## config.mk

```make
export PLATFORM = sky130hd
export DESIGN_NAME = pe_mac_mbank
export DESIGN_NICKNAME = d
export VERILOG_FILES = /design/src/rtl/pe_mac_mbank.sv
export SDC_FILE = /design/constraint.sdc
export NUM_CORES = 1
export LEC_CHECK = 0
export CORE_MARGIN = 2
export CORE_UTILIZATION = 55
export DETAILED_ROUTE_END_ITERATION = 7
export PLACE_DENSITY = 0.76
export SLEW_MARGIN = 15
export SYNTH_ARGS = -nofsm -noshare
export SYNTH_HDL_FRONTEND = slang
export SYNTH_SLANG_ARGS = --single-unit
```

## constraint.sdc

```tcl
create_clock -name clk -period 18.6 [get_ports clk]
set_input_delay 3.72 -clock clk [delete_from_list [all_inputs] [get_ports clk]]
set_output_delay 3.72 -clock clk [all_outputs]
set_load 0.02 [all_outputs]
```

## src/rtl/pe_mac_mbank.sv

```systemverilog
// pe_mac_mbank: output-stationary systolic MAC processing element.
// Operands, valids and tile_done are forwarded to the neighbours. MACs
// accumulate into the active bank of a ring of NBANK accumulators. A completed
// tile is retired into a drain queue and leaves through a valid/ready
// handshake while the next tile accumulates.
module pe_mac_mbank #(
  parameter int W        = 8,
  parameter int ACCW     = 32,
  parameter int SIGNED   = 1,
  parameter int PIPE_MUL = 0,
  parameter int NBANK    = 2,
  parameter int SATURATE = 0
) (
  input  logic            clk,
  input  logic            rst_n,
  input  logic [W-1:0]    a,
  input  logic [W-1:0]    b,
  input  logic            a_valid,
  input  logic            b_valid,
  output logic [W-1:0]    a_out,
  output logic [W-1:0]    b_out,
  output logic            a_valid_out,
  output logic            b_valid_out,
  input  logic            tile_done,
  output logic            tile_done_out,
  output logic [ACCW-1:0] drain_data,
  output logic            drain_ovf,
  output logic            drain_valid,
  input  logic            drain_ready,
  output logic            tile_ready,
  output logic            err_overrun,
  input  logic            err_clr
);

  if (ACCW < 2 * W) begin : g_bad_accw
    $fatal(1, "pe_mac_mbank: ACCW (%0d) must be >= 2*W (%0d)", ACCW, 2 * W);
  end
  if (NBANK < 2 || NBANK > 8) begin : g_bad_nbank
    $fatal(1, "pe_mac_mbank: NBANK (%0d) must be in 2..8", NBANK);
  end

  localparam int            PW   = $clog2(NBANK);
  localparam logic [PW-1:0] LAST = PW'(NBANK - 1);
  localparam logic          SX   = (SIGNED != 0);
  localparam logic          SAT  = (SATURATE != 0);
  localparam logic [ACCW-1:0] SMAX = {1'b0, {(ACCW-1){1'b1}}};
  localparam logic [ACCW-1:0] SMIN = {1'b1, {(ACCW-1){1'b0}}};

  logic [ACCW-1:0] bank [NBANK];
  logic [NBANK-1:0] ovf;
  logic [PW-1:0]   wr, rd, full_cnt, wr_nx, rd_nx;

  logic [2*W-1:0]  prod, prod_p;
  logic            mv_p, td_p;
  logic [ACCW:0]   prod_x, acc_x, sum;
  logic [ACCW-1:0] acc_nx;
  logic            ovf_now, room, pop, swap, reject;

  // 2W-bit product: operands are widened first so the low 2W bits of the
  // multiply equal the signed or unsigned product
  always_comb begin
    prod = {{W{SX & a[W-1]}}, a} * {{W{SX & b[W-1]}}, b};
  end

  if (PIPE_MUL != 0) begin : g_pipe
    // product, MAC qualifier and tile_done move together so a tile boundary
    // stays paired with its own final MAC
    always_ff @(posedge clk or negedge rst_n) begin
      if (!rst_n) begin
        prod_p <= '0;
        mv_p   <= 1'b0;
        td_p   <= 1'b0;
      end else begin
        prod_p <= prod;
        mv_p   <= a_valid & b_valid;
        td_p   <= tile_done;
      end
    end
  end else begin : g_nopipe
    // no multiply stage: the accumulate sees the product directly
    always_comb begin
      prod_p = prod;
      mv_p   = a_valid & b_valid;
      td_p   = tile_done;
    end
  end

  // ACCW+1-bit accumulate with overflow detection and optional clamping
  always_comb begin
    prod_x  = {{(ACCW+1-2*W){SX & prod_p[2*W-1]}}, prod_p};
    acc_x   = {SX & bank[wr][ACCW-1], bank[wr]};
    sum     = acc_x + prod_x;
    ovf_now = SX ? (sum[ACCW] ^ sum[ACCW-1]) : sum[ACCW];
    if (ovf_now && SAT) begin
      if (SX) acc_nx = sum[ACCW] ? SMIN : SMAX;
      else    acc_nx = '1;
    end else begin
      acc_nx = sum[ACCW-1:0];
    end
  end

  // ring bookkeeping: a pop in the same cycle frees the slot a full ring needs
  always_comb begin
    room   = (full_cnt < LAST);
    pop    = (full_cnt != '0) & drain_ready;
    swap   = td_p & (room | pop);
    reject = td_p & ~(room | pop);
    wr_nx  = (wr == LAST) ? '0 : wr + PW'(1);
    rd_nx  = (rd == LAST) ? '0 : rd + PW'(1);
  end

  // bank storage: the MAC lands in the active bank, then a swap clears the next
  always_ff @(posedge clk or negedge rst_n) begin
    if (!rst_n) begin
      for (int unsigned i = 0; i < NBANK; i++) bank[i] <= '0;
      ovf <= '0;
    end else begin
      if (mv_p) begin
        bank[wr] <= acc_nx;
        if (ovf_now) ovf[wr] <= 1'b1;
      end
      if (swap) begin
        bank[wr_nx] <= '0;
        ovf[wr_nx]  <= 1'b0;
      end
    end
  end

  // write/read pointers and retired-bank count
  always_ff @(posedge clk or negedge rst_n) begin
    if (!rst_n) begin
      wr       <= '0;
      rd       <= '0;
      full_cnt <= '0;
    end else begin
      if (swap) wr <= wr_nx;
      if (pop)  rd <= rd_nx;
      if (swap && !pop)      full_cnt <= full_cnt + PW'(1);
      else if (pop && !swap) full_cnt <= full_cnt - PW'(1);
    end
  end

  // sticky overrun flag; a new drop wins over a clear in the same cycle
  always_ff @(posedge clk or negedge rst_n) begin
    if (!rst_n)       err_overrun <= 1'b0;
    else if (reject)  err_overrun <= 1'b1;
    else if (err_clr) err_overrun <= 1'b0;
  end

  // unconditional one-cycle forwarding to the neighbouring PEs
  always_ff @(posedge clk or negedge rst_n) begin
    if (!rst_n) begin
      a_out         <= '0;
      b_out         <= '0;
      a_valid_out   <= 1'b0;
      b_valid_out   <= 1'b0;
      tile_done_out <= 1'b0;
    end else begin
      a_out         <= a;
      b_out         <= b;
      a_valid_out   <= a_valid;
      b_valid_out   <= b_valid;
      tile_done_out <= tile_done;
    end
  end

  // drain side views the oldest retired bank
  always_comb begin
    drain_valid = (full_cnt != '0);
    drain_data  = bank[rd];
    drain_ovf   = ovf[rd];
    tile_ready  = room | drain_ready;
  end

endmodule
```

==> impl_summary.txt <==
----------------------------------------------------
[Run status]
  Result of the run ... completed

[Die]
  Cell row count ... 48
  Starting density of the core ... 0.561
  Total Die Area ... ~19000 um2
  Die width ... approximately 140 um
  Floorplan Core Area ... 17200 um2
  Die height ... between 100 and 150 um
  Total I/O pin count ... 78

[Clocking]
  Num CTS Buffers ... 9
  Source-to-sink clock delay at the later pin of the worst-skew pair ... roughly 350 ps
  Deepest level of the CTS H-tree ... 3
  Hold bufs inserted after CTS ... 0
  CTS-repair resized insts ... 0
  Clock transition at the register clock pins on the worst setup and hold paths after CTS ... roughly 60 ps
  Total number of clock tree sinks ... 89
  Number of buffers on the longest clock path ... 2
  Clock tree from TritonCTS ... yes
  Post-CTS setup buffer count ... 0
  Clock tree root driver cell ... sky130_fd_sc_hd__clkbuf_16

[Place]
  Total half-perimeter wirelength after legalization and detailed placement ... ~17000 um
  Final RePlAce weighted congestion ... 0.943
  Worst setup slack after placement ... roughly 8300 ps
  Cell Area, Placed ... about 11000 um2
  Count of input and output buffers ... 77

[Critical path]
  Crit start category ... primary input
  WS Path Type ... primary input to register
  Crit. End Element ... register
  Data arrival time at the worst-slack endpoint ... 10110 ps
  Crit path max fanout ... 25
  Required arrival time at the worst endpoint ... roughly 19000 ps

[Yosys]
  Top post-synthesis cells by count ... sky130_fd_sc_hd__fa_1 (140), sky130_fd_sc_hd__inv_1 (131), sky130_fd_sc_hd__nand2_1 (102), sky130_fd_sc_hd__dfrtp_1 (89), sky130_fd_sc_hd__ha_1 (73)
  Leading post-synthesis cells by cell area ... sky130_fd_sc_hd__fa_1 (29%), sky130_fd_sc_hd__dfrtp_1 (23%), sky130_fd_sc_hd__ha_1 (9.4%), sky130_fd_sc_hd__inv_1 (5.1%), sky130_fd_sc_hd__mux2_2 (4.1%)
  Number of cells produced by synthesis ... 972
  Proportion of synthesized flip-flops having asynchronous set or reset ... 1.00
  Mapped Area ... between 9000 and 10000 um2
  Synth Warn # ... 0
  Main flop type after synthesis ... sky130_fd_sc_hd__dfrtp_1
  Count leader, synth ... sky130_fd_sc_hd__fa_1
  Cell taking the most area after synthesis ... sky130_fd_sc_hd__fa_1
  Register bit count reported by yosys ... between 80 and 90
  Area share of the largest cell type after synthesis ... 0.290
  Number of nets in the synthesized netlist ... 1208
  Count of flip-flops with a built-in enable after synthesis ... 0
  Synth unique cells ... 54
  Avg Synthesized Cell Area ... between 9 and 10 um2
  Portion of the post-synthesis area used by sequential elements ... 0.230

[Routing]
  Pre-Repair DR Iteration Count ... 5
  Final WL ... 22400 um
  Via count ... roughly 7000
  Post-route ant nets ... 0
  Post-route DRC violation count ... 0
  Routed WL per cell ... approximately 18 um
  Vias per inst ... 5.62
  Initial DRC count ... roughly 450

[STA]
  Maximum clock frequency ... slightly above 0.1 GHz
  Tcrit/Tclk final ... 0.532
  Tightest slew margin relative to the limit ... 0.242
  Final Hold Violating Endpoints ... 0
  Setup repair after global routing missed its margin ... false
  Final setup TNS ... 0 ps
  Worst-Margin Slew ... between 1000 and 1500 ps
  Max Slew Vio Count ... 0
  Minimum period implied by the final worst setup slack ... 9890 ps
  Finish-stage setup viols ... 0
  Post-route worst setup slack ... roughly 8700 ps
  Clk_skew ... ~12 ps

[GRT]
  Vias in the first global route ... approximately 7500
  Maximum number of pins on one net before global-route repair ... between 70 and 80
  Overflow after GRT ... 0
  Initial antenna violation count ... 0
  First-pass GRT wire length ... ~38000 um
  Total track usage ... 0.263

[Finish]
  Final cell area excluding filler cells ... 10900 um2
  Nets ... 1267
  Area Overhead vs Synth ... 12.8%
  Storage cell area ... between 2000 and 2500 um2
  Number of antenna repair diodes ... 0
  Fraction of layout instances using a drive strength above 1 ... 0.0647
  Fill cell instance count of the final layout ... roughly 1500
  Footprint of the multi-input gates ... about 7000 um2

[Min path]
  Class of the tightest hold or removal check ... register to register

[Run]
  Max Cap Violations ... 0

----------------------------------------------------
[sequential cells by signal (all words and copies together) (netlist names)]
register	count
err_overrun	1
drain_valid	1
b_valid_out	1
wr	1
bank	64
a_valid_out	1
a_out	8
rd	1
tile_done_out	1
ovf	2
b_out	8
[path summary, 6_finish.rpt]
kind	startpoint	endpoint	slack, ps	depth (start not counted)
setup / recovery	b[0]	bank[25]	8710	19
hold / removal	ovf[1]	ovf[1]	500	2
setup reg to reg	wr	bank[25]	12420	19
hold reg to reg	ovf[1]	ovf[1]	500	2
max in group asynchronous	rst_n	wr	14150	2
min in group asynchronous	rst_n	a_out[1]	3220	1
[critical path, cell delays in order]
cell and delay, ps:
sky130_fd_sc_hd__clkdlybuf4s50_1 690, sky130_fd_sc_hd__nand2_2 620, sky130_fd_sc_hd__fa_1 740, sky130_fd_sc_hd__inv_1 50, sky130_fd_sc_hd__fa_1 480, sky130_fd_sc_hd__fa_1 500, sky130_fd_sc_hd__fa_1 500, sky130_fd_sc_hd__inv_1 50
sky130_fd_sc_hd__fa_1 470, sky130_fd_sc_hd__inv_1 40, sky130_fd_sc_hd__ha_1 350, sky130_fd_sc_hd__a21o_1 200, sky130_fd_sc_hd__a21oi_2 200, sky130_fd_sc_hd__a211oi_1 100, sky130_fd_sc_hd__or3_4 390, sky130_fd_sc_hd__a221o_2 400
sky130_fd_sc_hd__a311oi_2 260, sky130_fd_sc_hd__xor2_1 230, sky130_fd_sc_hd__o21ai_1 100
[cells by family after synthesis]
family | share of synthesized area
simple gates | 0.126
xor+xnor | 0.0295
mux | 0.0718
compound gates | 0.0922
flops | 0.230
buf+inv | 0.0660
fa+ha+maj | 0.384
[final cells by class]
type                    instances  area share
flip-flops and latches         89       0.204
multi-input cells             715       0.624
well taps                     225      0.0258
inverters                     132      0.0454
clock inverters                 6     0.00413
clock buffers                  10      0.0210
repair buffers                 84      0.0753
[per-stage QoR]
stage / utilization / std cells / hold slack (ps)
6_report: 0.633 / 1261 / 499
5_1_grt: 0.633 / 1261 / 536
4_1_cts: 0.633 / 1261 / 496
3_5_place_dp: 0.617 / 1245 / 480
3_3_place_gp: 0.617 / 1245 / 480
2_1_floorplan: - / 972 / 450
[per-layer routing]
layer / share of wire / routed length [um] / GRT usage
met1: 0.42 / 9400 / 0.332
met2: 0.50 / 11100 / 0.453
met3: 0.045 / 998 / 0.0411
met4: 0.038 / 854 / 0.105
met5: 0 / 0 / 0
[layout by cell type, fill, tap and decap left out, types with 4 or more instances in the layout]
cell type and n:
sky130_fd_sc_hd__fa_1 140, sky130_fd_sc_hd__inv_1 131, sky130_fd_sc_hd__nand2_1 101, sky130_fd_sc_hd__dfrtp_1 88
sky130_fd_sc_hd__clkdlybuf4s50_1 76, sky130_fd_sc_hd__ha_1 73, sky130_fd_sc_hd__a21oi_1 56, sky130_fd_sc_hd__nand3_1 41
sky130_fd_sc_hd__nor2_1 36, sky130_fd_sc_hd__o21ai_0 36, sky130_fd_sc_hd__mux2_2 35, sky130_fd_sc_hd__and2_1 33
sky130_fd_sc_hd__mux2i_1 30, sky130_fd_sc_hd__xnor2_1 21, sky130_fd_sc_hd__nand4_1 10, sky130_fd_sc_hd__o21ai_1 10
sky130_fd_sc_hd__xor2_1 9, sky130_fd_sc_hd__clkbuf_16 9, sky130_fd_sc_hd__a21o_1 8, sky130_fd_sc_hd__a211oi_1 8
sky130_fd_sc_hd__buf_4 8, sky130_fd_sc_hd__a31oi_1 7, sky130_fd_sc_hd__nand2b_1 6, sky130_fd_sc_hd__o21bai_1 5
sky130_fd_sc_hd__nor3_1 5, sky130_fd_sc_hd__o21a_1 4, sky130_fd_sc_hd__or3_1 4
Power is not shown: default switching activity piles up to over one toggle a cycle in this logic, so the estimate is an artifact.
